## config.mk

```make
export PLATFORM = sky130hd
export DESIGN_NAME = clb_cfg_loader
export DESIGN_NICKNAME = d
export VERILOG_FILES = /design/src/rtl/clb_cfg_loader.sv
export SDC_FILE = /design/constraint.sdc
export NUM_CORES = 1
export LEC_CHECK = 0
export CAP_MARGIN = 20
export CELL_PAD_IN_SITES_DETAIL_PLACEMENT = 2
export CELL_PAD_IN_SITES_GLOBAL_PLACEMENT = 2
export CORE_MARGIN = 2
export CORE_UTILIZATION = 42
export CTS_CLUSTER_SIZE = 40
export DETAILED_ROUTE_END_ITERATION = 8
export GPL_ROUTABILITY_DRIVEN = 0
export GPL_TIMING_DRIVEN = 0
export PLACE_DENSITY = 0.95
export REMOVE_ABC_BUFFERS = 1
export SLEW_MARGIN = 20
export SYNTH_ARGS = -nofsm -noshare
export SYNTH_HDL_FRONTEND = slang
export SYNTH_SLANG_ARGS = --single-unit
```

## constraint.sdc

```tcl
create_clock -name clk -period 10.4 [get_ports clk]
set_input_delay 2.08 -clock clk [delete_from_list [all_inputs] [get_ports clk]]
set_output_delay 2.08 -clock clk [all_outputs]
set_load 0.01 [all_outputs]
```

## src/rtl/clb_cfg_loader.sv

```systemverilog
// +--------------------------------------------------------------------------+
// | clb_cfg_loader: framed byte-stream loader for CLB LUT / FF-select config  |
// | Rev 1.0                                                                   |
// +--------------------------------------------------------------------------+
`default_nettype none

module clb_cfg_loader #(
  parameter int NUM_CLB = 4
) (
  input  logic                   clk,
  input  logic                   rst,
  input  logic                   cfg_valid,
  input  logic [7:0]             cfg_data,
  output logic                   cfg_ready,
  output logic [16*NUM_CLB-1:0]  lut_mem_o,
  output logic [NUM_CLB-1:0]     sel_ff_o,
  output logic                   cfg_busy,
  output logic                   cfg_done,
  output logic                   cfg_err
);

  localparam logic [7:0] SYNC_BYTE = 8'hA5;

  typedef enum logic [2:0] {
    S_IDLE   = 3'd0,
    S_COUNT  = 3'd1,
    S_DATA   = 3'd2,
    S_CHECK  = 3'd3,
    S_COMMIT = 3'd4
  } state_t;

  state_t      state_q, state_d;
  logic [7:0]  n_q, n_d;
  logic [7:0]  clb_q, clb_d;
  logic [7:0]  xor_q, xor_d;
  logic [1:0]  byte_q, byte_d;
  logic        err_q, err_d;
  logic        done_q, done_d;
  logic        accept;
  logic        shadow_we;
  logic        commit;

  logic [15:0]        shadow_lut_q [NUM_CLB];
  logic [NUM_CLB-1:0] shadow_sel_q;
  logic [15:0]        active_lut_q [NUM_CLB];
  logic [NUM_CLB-1:0] active_sel_q;

  assign cfg_ready = (state_q != S_COMMIT);
  assign cfg_busy  = (state_q != S_IDLE);
  assign cfg_done  = done_q;
  assign cfg_err   = err_q;
  assign accept    = cfg_valid && cfg_ready;

  always_ff @(posedge clk or posedge rst) begin
    if (rst) begin
      state_q <= S_IDLE;
      n_q     <= 8'd0;
      clb_q   <= 8'd0;
      xor_q   <= 8'd0;
      byte_q  <= 2'd0;
      err_q   <= 1'b0;
      done_q  <= 1'b0;
    end else begin
      state_q <= state_d;
      n_q     <= n_d;
      clb_q   <= clb_d;
      xor_q   <= xor_d;
      byte_q  <= byte_d;
      err_q   <= err_d;
      done_q  <= done_d;
    end
  end

  always_comb begin
    state_d   = state_q;
    n_d       = n_q;
    clb_d     = clb_q;
    xor_d     = xor_q;
    byte_d    = byte_q;
    err_d     = err_q;
    shadow_we = 1'b0;
    commit    = 1'b0;
    done_d    = (state_q == S_COMMIT);

    case (state_q)
      S_IDLE: begin
        if (accept && cfg_data == SYNC_BYTE) begin
          state_d = S_COUNT;
          err_d   = 1'b0;
        end
      end

      S_COUNT: begin
        if (accept) begin
          if (cfg_data == 8'd0 || cfg_data > 8'(NUM_CLB)) begin
            state_d = S_IDLE;
            err_d   = 1'b1;
          end else begin
            state_d = S_DATA;
            n_d     = cfg_data;
            clb_d   = 8'd0;
            byte_d  = 2'd0;
            // Checksum restarts here, so N is its first term.
            xor_d   = cfg_data;
          end
        end
      end

      S_DATA: begin
        if (accept) begin
          shadow_we = 1'b1;
          xor_d     = xor_q ^ cfg_data;
          if (byte_q == 2'd2) begin
            byte_d = 2'd0;
            if (clb_q == n_q - 8'd1) begin
              state_d = S_CHECK;
            end else begin
              clb_d = clb_q + 8'd1;
            end
          end else begin
            byte_d = byte_q + 2'd1;
          end
        end
      end

      S_CHECK: begin
        if (accept) begin
          if (cfg_data == xor_q) begin
            state_d = S_COMMIT;
          end else begin
            state_d = S_IDLE;
            err_d   = 1'b1;
          end
        end
      end

      S_COMMIT: begin
        commit  = 1'b1;
        state_d = S_IDLE;
      end

      default: begin
        state_d = S_IDLE;
      end
    endcase
  end

  // Shadow staging and atomic copy into the active bank.
  always_ff @(posedge clk or posedge rst) begin
    if (rst) begin
      for (int i = 0; i < NUM_CLB; i++) begin
        shadow_lut_q[i] <= 16'd0;
        active_lut_q[i] <= 16'd0;
      end
      shadow_sel_q <= '0;
      active_sel_q <= '0;
    end else begin
      for (int i = 0; i < NUM_CLB; i++) begin
        if (shadow_we && clb_q == 8'(i)) begin
          case (byte_q)
            2'd0:    shadow_lut_q[i][7:0]  <= cfg_data;
            2'd1:    shadow_lut_q[i][15:8] <= cfg_data;
            2'd2:    shadow_sel_q[i]       <= cfg_data[0];
            default: ;
          endcase
        end
        if (commit && 8'(i) < n_q) begin
          active_lut_q[i] <= shadow_lut_q[i];
          active_sel_q[i] <= shadow_sel_q[i];
        end
      end
    end
  end

  generate
    for (genvar g = 0; g < NUM_CLB; g++) begin : g_out
      assign lut_mem_o[16*g +: 16] = active_lut_q[g];
    end
  endgenerate

  assign sel_ff_o = active_sel_q;

endmodule

`default_nettype wire

```

# == Word-level counts from Yosys, hierarchy flattened ==
# Cells that the tools add are included.
# totals
regBits,167
in_bits,11
out_inout_bits,72
word_cells,128
# op_classes
add_sub_neg,3
magnitude_cmp,5
eq_ne,23
mux,33
n_bitwise,2
reduce_logical,35
# ops
op,count
$mux W8,8
$pmux W8 S2,2
$reduce_and A2 Y1,12
$mux W3,7
$ne A2 B2 Y1 const B,10
$reduce_and A6 Y1,3
$eq A8 B2 Y1 const B,2
$eq A8 B8 Y1,2
$logic_not A8 Y1,2
$lt A1 B8 Y1 const A,2
$lt A2 B8 Y1 const A,2
$pmux W3 S4,1
$logic_and A1 B1 Y1,10
$mux W2,5
$add A8 B1 Y8 const B,1
$eq A8 B1 Y1 const B,1
$eq A8 B8 Y1 const B,1
$gt A8 B3 Y1 const B,1
$mux W1,8
$sub A8 B1 Y8 const B,1
$xor A8 B8 Y8,1
$eq A3 B2 Y1 const B,2
$reduce_bool A3 Y1,2
$pmux W2 S2,1
14 further kinds,14

# == Depth between registers and ports, before layout ==
# logic_depth
word_depth,6
ltp_mapped,10
depth_no_buf,8

# == Worst setup path after synthesis ==
# Ideal clock, no wire load.
# synth_path
path_kind,input -> register
from,input cfg_data[0]
to,register clb_q[1]
setup_time_ns,0.079
arrival_time_ns,3.395
required_ns,10.321
path_slack_ns,6.925
path_stages,7
path_buffers,1
path_cell_list,buf_2 -> o21ai_0 -> nand4_1 -> o32ai_1 -> nand2_1 -> a21oi_2 -> mux2i_1
# synth_between
elab_chain_len,4
elab_cells_between_ends,5
classes_between,1 x order compare; 1 x eq/ne; 3 x reduce/logical
# synth_lines
item,line,text
from (decl),13,"input logic [7:0] cfg_data,"
$gt A8 B3 Y1 or $logic_not A8 Y1 (tied branches),95,if (cfg_data == 8'd0 || cfg_data > 8'(NUM_CLB)) begin
$logic_or A1 B1 Y1 (*),95,
$ne A2 B2 Y1 (no line) (*),-,
$reduce_and A6 Y1 (no line) (*),-,
to (signal assigned),66,clb_q <= clb_d;
to (decl),34,"logic [7:0] clb_q, clb_d;"
# Every way passes the cells marked *; elsewhere a longest branch is shown, timed or not.
# A chain may end at the register's enable or synchronous reset.

# == Worst setup path in the final report ==
# layout_path
from,input cfg_data[0]
to,register xor_q[6]
# layout_between
elab_chain_len,4
elab_cells_between_ends,5
classes_between,1 x order compare; 1 x eq/ne; 3 x reduce/logical
# layout_lines
item,line,text
$gt A8 B3 Y1 or $logic_not A8 Y1 (tied branches),95,
$logic_or A1 B1 Y1 (*),95,
$ne A2 B2 Y1 (no line) (*),-,
$reduce_and A4 Y1 (no line) (*),-,
to (signal assigned),67,xor_q <= xor_d;
to (decl),35,"logic [7:0] xor_q, xor_d;"
# Marks and branches as above.

==> impl_metrics.csv <==
group,metric,value,unit
critical_path,crit_fanout,19,
sta,fin_ws,5160,ps
clock_tree,cts_buffers,17,
sta,setup_viol,0,
floorplan,io_pins,83,
final_layout,diodes,0,
final_layout,synthToLayoutAreaGrowth,22.1,%
yosys,ys_warn_count,0,
detailed_routing,postRouteWirelength,25700,µm
floorplan,initial_core_util,43.2,%
critical_path,required,10620,ps
place,place_hpwl,14300,µm
floorplan,die_height,135,µm
final_layout,drive_above_1_share,31.5,%
yosys,ys_seq_area_share,58.0,%
global_route,grt_max_degree,91,
yosys,synth_edf_count,0,
clock_tree,cts.clk_slew.worst_paths,70,ps
power,pwr-share-comb,5.6,%
critical_path,critPathCaptureType,"flop",
outcome,status,"completed",
detailed_routing,drc,0,
global_route,antenna_found_initial,1,
floorplan,die_w,135,µm
place,post-place-ws,5140,ps
power,power_density,158,mW/mm²
detailed_routing,wl_per_cell,30.4,µm
power,p_sw_share,26.3,%
power,pwr-share-seq,48.4,%
clock_tree,clockBufferDepth,2,
clock_tree,clk_latency,440,ps
critical_path,crit_arrival,5460,ps
yosys,yosysTopAreaCellShare,58.0,%
sta,fin_skew,9.41,ps
detailed_routing,routed-via-count,5006,
detailed_routing,first_pass_iters,4,
sta,hold_viol,0,
clock_tree,cts_tree,"yes",
clock_tree,cts_hold_buf,0,
global_route,overflow,0,
sta,setup_tns,0,ps
global_route,first_global_vias,5736,
global_route,grt_pass1_wl,38700,µm
sta,rsz0062_at_grt,"no",
place,io_buffers,82,
sta,worstMarginPinSlew,1090,ps
detailed_routing,ant_nets,0,
global_route,grtUsageTotal,29.5,%
power,internal_power,1.03,mW
floorplan,core_area,0.0167,mm²
sta,min_period,5240,ps
floorplan,die-area,0.0182,mm²
final_layout,final_net_count,631,
power,power.leakage,4.16,nW
job,drv_cap,0,
power,p_sw,0.367,mW
yosys,synth_top_area_cell,"dfrtp_1",
yosys,avgSynthCellArea,13.5,µm²
clock_tree,post_cts_buffers,0,
min_path,hold_class,"flop to flop",
sta,fmax,191,MHz
detailed_routing,avgViaCountPerCell,5.92,
clock_tree,htree_levels,4,
clock_tree,cts_resized,0,
yosys,syn_area,0.00721,mm²
sta,slew_viol_final,0,
sta,fin_crit_sh,50.4,%
detailed_routing,initialDrtViolationCount,351,
yosys,synth_area_leaders,"dfrtp_1, mux2_2, xnor2_1, nand2_1, ha_1",
yosys,synth-seq-cells,167,
clock_tree,root_buffer,"clkbuf_16",
critical_path,cp-start-kind,"primary input",
floorplan,rows,47,
sta,slew_headroom,27.5,%
power,clock_power_share,46.0,%
yosys,async_flop_share,100,%
power,ir_drop,0.129,mV
yosys,syn_inst,534,
critical_path,crit_type,"primary input to flop",
yosys,ys.flop_type,"dfrtp_1",
clock_tree,cts_sinks,167,
yosys,synth_cell_type_count,49,
## worst paths after layout
kind | start | endpoint | slack (ps) | cells past startpoint
worst max-delay path | cfg_data[0] | xor_q[6]$_DFFE_PP0P_ | 5160 | 7
worst min-delay path | cfg_err$_DFFE_PP0P_ | cfg_err$_DFFE_PP0P_ | 500 | 1
worst max register to register | state_q[0]$_DFFE_PP0P_ | shadow_lut_q[6]$_DFFE_PP0P_ | 7320 | 5
worst min register to register | cfg_err$_DFFE_PP0P_ | cfg_err$_DFFE_PP0P_ | 500 | 1
max in group asynchronous | rst | shadow_lut_q[60]$_DFFE_PP0P_ | 7460 | 3
min in group asynchronous | rst | lut_mem_o[16]$_DFFE_PP0P_ | 2120 | 2
## critical path, stage by stage
cell,delay [ps]
clkdlybuf4s50_1,910
o21ai_0,630
nand4_1,290
nor2_1,240
nand3_1,650
a21oi_1,480
a31oi_1,170
## power groups by stage
stage	Combinational [mW]	Clock [mW]	Sequential (mW)
6_report	0.0780	0.642	0.675
5_1_grt	0.0835	0.672	0.676
4_1_cts	0.0779	0.647	0.674
3_5_place_dp	0.0716	0	0.685
3_3_place_gp	0.0625	0	0.683
2_1_floorplan	0.0369	0	0.682
## state kept, by name, indices dropped and copies added, names as in the netlist
register and cells:
cfg_done 1, byte_q 2, n_q 8, clb_q 8, state_q 3, sel_ff_o 4, cfg_err 1, lut_mem_o 64
shadow_lut_q 64, xor_q 8, shadow_sel_q 4
## cell usage after synthesis, types with 2 or more instances
master / count
buf_2: 4
nor4_1: 4
nand4_1: 6
and2_1: 5
a21oi_1: 16
o31ai_1: 3
nand2b_1: 2
mux2_2: 135
clkbuf_1: 15
a31oi_1: 10
mux2_1: 4
a21oi_2: 2
nand2_2: 9
o211ai_1: 8
nand2_1: 25
dfrtp_1: 167
nor2b_1: 7
o21ai_0: 4
a22oi_1: 3
xor2_1: 6
nor2_1: 14
mux2i_1: 5
and3_1: 3
or3_1: 2
or2_2: 9
xnor2_1: 12
ha_1: 7
nand3_1: 6
nor4_4: 3
nor3_1: 6
inv_1: 11
o21bai_1: 3
buf_6: 2
## logic make-up (layout without fill, tap and decap cells)
| family | after synthesis | after routing | share of synthesized area [%] |
|---|---|---|---|
| simple gates | 107 | 107 | 8.69 |
| fa+ha+maj | 7 | 7 | 1.21 |
| flops | 167 | 167 | 58.0 |
| buf+inv | 34 | 126 | 2.20 |
| compound gates | 57 | 57 | 5.33 |
| xor+xnor | 18 | 18 | 2.19 |
| mux | 144 | 144 | 22.4 |
## metal layers
metal	share of wire (%)	up-vias	global-route usage (%)
li1	-	2060	-
met1	39	2682	35.0
met2	53	189	52.5
met3	4.6	73	6.57
met4	3.9	2	11.5
met5	0.051	-	0
## final cells by class
type / count / area (µm²)
well taps: 220 / 275
flip-flops and latches: 167 / 4180
inverters: 11 / 48.8
fillers: 1519 / 7900
clock inverters: 14 / 136
multi-input cells: 333 / 2880
clock buffers: 18 / 439
repair buffers: 83 / 848
## per-stage QoR
step | hold WS (ps) | util, % | instance area [µm²] | cells | power, mW
global placement | 470 | 49.0 | 8190 | 813 | 0.745
CTS | 505 | 52.7 | 8800 | 846 | 1.40
global route | 509 | 52.7 | 8810 | 846 | 1.43
detailed placement | 490 | 49.2 | 8220 | 814 | 0.756
floorplan | 459 | - | 7090 | 511 | 0.719
finish | 500 | 52.7 | 8810 | 846 | 1.39
## cell usage in the layout, fill, tap and decap left out, types with 3 or more instances in the layout
cell type          n
a21oi_1           16
a22oi_1            3
a31oi_1           10
and2_1             5
and3_1             3
clkbuf_16         17
clkdlybuf4s50_1   82
clkinv_2           3
dfrtp_1          167
ha_1               7
inv_1             10
inv_6              7
inv_8              3
mux2_1             4
mux2_2           135
mux2i_1            5
nand2_1           25
nand2_2            9
nand3_1            6
nand4_1            6
nor2_1            14
nor2b_1            7
nor3_1             6
nor4_1             4
nor4_4             3
o211ai_1           8
o21ai_0            4
o21bai_1           3
o31ai_1            3
or2_2              9
xnor2_1           12
xor2_1             6
No activity file was read; power rests on OpenSTA's default activity.
